--- config.mk ---
export PLATFORM = sky130hd
export DESIGN_NAME = scoreboard_scan_7segs
export DESIGN_NICKNAME = d
export VERILOG_FILES = /design/src/rtl/scoreboard_disp_pkg.sv /design/src/rtl/bcd_to_segs.sv /design/src/rtl/scoreboard_scan_7segs.sv
export SDC_FILE = /design/constraint.sdc
export NUM_CORES = 1
export LEC_CHECK = 0
export BUFFER_PORTS_ARGS = -buffer_cell sky130_fd_sc_hd__buf_2
export CAP_MARGIN = 20
export CORE_MARGIN = 2
export CORE_UTILIZATION = 58
export DETAILED_ROUTE_END_ITERATION = 8
export GPL_ROUTABILITY_DRIVEN = 0
export GPL_TIMING_DRIVEN = 0
export MAX_ROUTING_LAYER = met4
export PLACE_DENSITY = 0.79
export SLEW_MARGIN = 20
export SYNTH_ARGS = -nofsm -noshare
export SYNTH_HDL_FRONTEND = slang
export SYNTH_HIERARCHICAL = 1
export SYNTH_SLANG_ARGS = --single-unit
--- constraint.sdc ---
create_clock -name clk -period 3.8 [get_ports clk]
set_clock_uncertainty 0.2 [all_clocks]
set_input_delay 0.57 -clock clk [delete_from_list [all_inputs] [get_ports clk]]
set_output_delay 0.57 -clock clk [all_outputs]
set_load 0.03 [all_outputs]
--- src/rtl/scoreboard_disp_pkg.sv ---
// scoreboard_disp_pkg: active-high 7-segment glyphs and segment bit positions.
package scoreboard_disp_pkg;
   localparam logic [6:0] SEG_0    = 7'h3F;
   localparam logic [6:0] SEG_1    = 7'h06;
   localparam logic [6:0] SEG_2    = 7'h5B;
   localparam logic [6:0] SEG_3    = 7'h4F;
   localparam logic [6:0] SEG_4    = 7'h66;
   localparam logic [6:0] SEG_5    = 7'h6D;
   localparam logic [6:0] SEG_6    = 7'h7D;
   localparam logic [6:0] SEG_7    = 7'h07;
   localparam logic [6:0] SEG_8    = 7'h7F;
   localparam logic [6:0] SEG_9    = 7'h6F;
   localparam logic [6:0] SEG_DASH = 7'h40;
   localparam logic [6:0] SEG_OFF  = 7'h00;
   localparam int SEG_A = 0;
   localparam int SEG_B = 1;
   localparam int SEG_C = 2;
   localparam int SEG_D = 3;
   localparam int SEG_E = 4;
   localparam int SEG_F = 5;
   localparam int SEG_G = 6;
endpackage

--- src/rtl/bcd_to_segs.sv ---
// bcd_to_segs: BCD digit to active-high segments; non-decimal codes show a dash.
module bcd_to_segs
   import scoreboard_disp_pkg::*;
(
   input  logic [3:0] code,
   output logic [6:0] segs
);
   always_comb begin
      case (code)
         4'd0:    segs = SEG_0;
         4'd1:    segs = SEG_1;
         4'd2:    segs = SEG_2;
         4'd3:    segs = SEG_3;
         4'd4:    segs = SEG_4;
         4'd5:    segs = SEG_5;
         4'd6:    segs = SEG_6;
         4'd7:    segs = SEG_7;
         4'd8:    segs = SEG_8;
         4'd9:    segs = SEG_9;
         default: segs = SEG_DASH;
      endcase
   end
endmodule

--- src/rtl/scoreboard_scan_7segs.sv ---
// scoreboard_scan_7segs: multiplexed BCD 7-segment driver with frame-aligned
// double-buffered updates, leading-zero blanking and global enable.
module scoreboard_scan_7segs
   import scoreboard_disp_pkg::*;
#(
   parameter int N_DIGITS       = 4,
   parameter int SCAN_DIV       = 50000,
   parameter int LZB            = 1,
   parameter int SEG_ACTIVE_LOW = 1,
   parameter int AN_ACTIVE_LOW  = 1
) (
   input  logic                  clk,
   input  logic                  reset,
   input  logic [4*N_DIGITS-1:0] bcd_in,
   input  logic                  load,
   input  logic                  en,
   output logic [6:0]            segs,
   output logic [N_DIGITS-1:0]   an,
   output logic                  pending
);
   localparam int PW = SCAN_DIV > 1 ? $clog2(SCAN_DIV) : 1;
   localparam int IW = N_DIGITS > 1 ? $clog2(N_DIGITS) : 1;
   logic [PW-1:0]           cnt;
   logic [IW-1:0]           idx;
   logic [4*N_DIGITS-1:0]   shadow, active;
   logic                    tick, frame, nz, cur_blank;
   logic [3:0]              cur;
   logic [6:0]              dec;
   logic [N_DIGITS-1:0]     sel;
   assign tick  = cnt == PW'(SCAN_DIV - 1);
   assign frame = tick && idx == IW'(N_DIGITS - 1);
   // Walk from the top digit down so nz tells whether any digit at or above k is non-zero.
   always_comb begin
      cur = '0;
      cur_blank = 1'b0;
      nz = 1'b0;
      sel = '0;
      for (int k = N_DIGITS - 1; k >= 0; k--) begin
         nz = nz | (active[4*k +: 4] != 4'd0);
         if (idx == IW'(k)) begin
            cur = active[4*k +: 4];
            cur_blank = LZB != 0 && k != 0 && !nz;
         end
         sel[k] = en && idx == IW'(k);
      end
   end
   bcd_to_segs u_dec (.code(cur), .segs(dec));
   always_ff @(posedge clk or posedge reset) begin
      if (reset) begin
         cnt     <= '0;
         idx     <= '0;
         shadow  <= '0;
         active  <= '0;
         pending <= 1'b0;
         segs    <= {7{SEG_ACTIVE_LOW != 0}};
         an      <= {N_DIGITS{AN_ACTIVE_LOW != 0}};
      end else begin
         cnt <= tick ? '0 : cnt + 1'b1;
         if (tick) idx <= idx == IW'(N_DIGITS - 1) ? '0 : idx + 1'b1;
         if (load) shadow <= bcd_in;
         if (frame && pending) active <= shadow;
         pending <= load | (pending & ~frame);
         segs <= (en && !cur_blank ? dec : SEG_OFF) ^ {7{SEG_ACTIVE_LOW != 0}};
         an   <= sel ^ {N_DIGITS{AN_ACTIVE_LOW != 0}};
      end
   end
endmodule

==> results.sh <==
export IMPL_postCtsSetupRepairBufs=0
export IMPL_yosys_area_top_type="dfrtp_1"
export IMPL_fin_tns_setup_ns=0
export IMPL_worstMarginPinSlew_ns=1.07
export IMPL_drv_cap=0
export IMPL_r2r_start="idx[0]$_DFFE_PP0N_"
export IMPL_reg2reg_slack_ns=0.35
export IMPL_synth_cell_type_count=46
export IMPL_cts_sinks=62
export IMPL_rsz0062_at_grt="no"
export IMPL_powerDensity_nw_per_um2=365
export IMPL_nFillCells=367
export IMPL_status="completed"
export IMPL_postLayoutCoreUtil_pct=69.4
export IMPL_ys_seq_area_share_pct=53.0
export IMPL_critical_path_top_delay_family="compound AO/OA/AOI/OAI gates"
export IMPL_slew_headroom_pct=27.8
export IMPL_antenna_found_initial=0
export IMPL_min_period_over_period_pct=90.7
export IMPL_synth_cells=243
export IMPL_die_w_um=75.4
export IMPL_path_class="reg -> reg"
export IMPL_syn_area_per_cell_sq_um=12.2
export IMPL_start_util_pct=61.3
export IMPL_firstDrtPassIters=4
export IMPL_rr_worst_depth=12
export IMPL_detail_route_iter0_violations=115
export IMPL_synthDominantCellAreaShare_pct=43.2
export IMPL_dieArea_sq_um=5680
export IMPL_leakage_nw=1.52
export IMPL_gr_total_overflow=0
export IMPL_clock_latency_ns=0.32
export IMPL_crit_chain="inv_1 -> ha_1 -> clkbuf_1 -> nand3b_1 -> a21oi_1 -> a21oi_1 -> o21ai_0 -> inv_1 -> ha_1 -> mux2_2 -> o22ai_1 -> nand2_1"
export IMPL_viasPerCell=5.27
export IMPL_drive_gt1_share_pct=36.2
export IMPL_finalSetupViolCount=0
export IMPL_root_buffer="clkbuf_8"
export IMPL_ctsResizeCount=0
export IMPL_hold_viol=0
export IMPL_diodes=0
export IMPL_track_usage_pct=20.5
export IMPL_syn_to_final_growth_pct=13.3
export IMPL_slew_viol_final=0
export IMPL_detail_route_antenna_nets=0
export IMPL_synth_area_leaders="dfrtp_1, dfstp_2, mux2_2"
export IMPL_worstPathArrival_ns=3.49
export IMPL_crit_path_end="segs[3]$_DFF_PP1_"
export IMPL_syn_area_sq_um=2950
export IMPL_hpwl_um=3370
export IMPL_synth_nets=274
export IMPL_yosysWarnings=6
export IMPL_wirelength_um=4850
export IMPL_synth_seq_cells=62
export IMPL_endpoint_kind="register"
export IMPL_grt_pass1_vias=1804
export IMPL_grt_max_degree=63
export IMPL_wl_per_cell_um=13.7
export IMPL_cpPeakStageDelay_ns=0.84
export IMPL_cts_clk_slew_worst_paths_ns=0.06
export IMPL_min_path_type="in -> async"
export IMPL_cts_tree="built"
export IMPL_finalPower_mw=1.22
export IMPL_die_h_um=75.4
export IMPL_cp_num_buf_inv=3
export IMPL_crit_fanout=10
export IMPL_rows=25
export IMPL_min_period_ns=3.45
export IMPL_drc=0
export IMPL_max_vdd_ir_drop_v=0.000273
export IMPL_ctsHoldBuffers=0
export IMPL_fin_nets=315
export IMPL_cp_data_required_time_ns=3.84
export IMPL_cp_num_cells=12
export IMPL_worstReg2RegEnd="segs[3]$_DFF_PP1_"
export IMPL_io_buffer_count=30
export IMPL_boundaryPins=32
export IMPL_core_area_sq_um=4820
export IMPL_vias=1864
export IMPL_cp_start_kind="register"
export IMPL_crit_path_start="idx[0]$_DFFE_PP0N_"
export IMPL_htree_levels=3
export IMPL_max_freq_mhz=290
export IMPL_grt_pass1_wl_um=8230
export IMPL_numCtsBuffers=9
export IMPL_slowest_stage="o21ai_0"
export IMPL_cts_buffer_depth=2
routing by layer:
metal	global-route usage, %	vias to the layer above	share of wire, %
met5	-	-	0
met4	11.3	0	1.3
met3	4.89	6	4.0
met2	29.6	42	46
met1	26.9	891	48
li1	-	925	-
placed cells by master (no fill, tap or decap), types with 3 or more instances in the layout:
cell type	netlist	layout
ha_1	11	11
nor2b_1	4	4
inv_1	8	7
a21oi_1	9	9
dfrtp_1	51	51
dfstp_2	11	11
nand3b_1	3	3
clkbuf_1	5	7
mux2_2	24	24
o22ai_1	3	3
nor4_1	3	3
nor2_1	7	7
xor2_1	4	4
nand3_1	5	5
nor3_1	3	3
xnor2_1	5	5
and3_1	3	3
clkbuf_8	0	10
o21ai_0	10	10
nand2_1	31	31
mux2_4	10	10
buf_2	0	30
area by class of cell:
type / instances / area [sq um] / share of cell area, %
Clock buffer: 12 / 145 / 4.34
Multi-Input combinational cell: 163 / 1280 / 38.4
Clock inverter: 2 / 10.0 / 0.299
Inverter: 8 / 32.5 / 0.973
Tap cell: 67 / 83.8 / 2.51
Buffer: 10 / 72.6 / 2.17
Timing Repair Buffer: 30 / 150 / 4.49
Sequential cell: 62 / 1570 / 46.8
worst min path at each step:
stage	start	end	cells after the start
after floorplan	cnt[15]$_DFF_PP0_	cnt[15]$_DFF_PP0_	1
after global placement	cnt[15]$_DFF_PP0_	cnt[15]$_DFF_PP0_	1
after detailed placement	cnt[15]$_DFF_PP0_	cnt[15]$_DFF_PP0_	1
after CTS	reset	cnt[7]$_DFF_PP0_	2
after global routing	reset	cnt[9]$_DFF_PP0_	2
final	reset	cnt[13]$_DFF_PP0_	2
power breakdown:
group	internal (mW)	total (mW)	switching, mW
sequential	0.684	0.694	0.00968
clock	0.245	0.467	0.222
combinational	0.0262	0.0597	0.0334
per-stage QoR:
step                      std cells  area [sq um]  worst slack, ns  hold WS (ns)
after CTS                       354          3340            0.361         0.196
final                           354          3340            0.353         0.170
after detailed placement        340          3190            0.421         0.283
after global routing            354          3340           0.0555         0.217
after floorplan                 243          2950            0.912         0.237
after global placement          340          3190            0.476         0.259
flip-flops by register name, summed over array words and instances, names as in the netlist:
signal and flops:
cnt 16, pending 1, segs 7, an 4
active 16, shadow 16, idx 2
cells in the mapped netlist (all sizes together):
master  number
nor2b        5
nor4         4
or2          2
dfrtp       51
nor4b        1
clkbuf       5
mux2        34
dfstp       11
a21oi        9
nor2         8
nor3         3
nand4        2
inv          8
ha          11
a21o         3
nand2       31
nor3b        1
and2         1
xnor2        5
o22ai        3
and4bb       2
mux2i        2
and4         1
xor2         4
a221oi       1
and3         3
buf          5
o21ai       10
nand2b       1
nand3        6
or3          2
a22o         1
o31ai        2
nand3b       3
o31a         2
cell families (layout without fill, tap and decap cells):
family	after synthesis	in the layout	synth area share (%)
fa+ha+maj	11	11	4.66
mux	36	36	14.9
compound gates	31	31	6.36
buf+inv	18	62	3.47
flops	62	62	53.0
xor+xnor	9	9	2.67
simple gates	76	76	14.9
No activity file was read; power rests on OpenSTA's default activity.
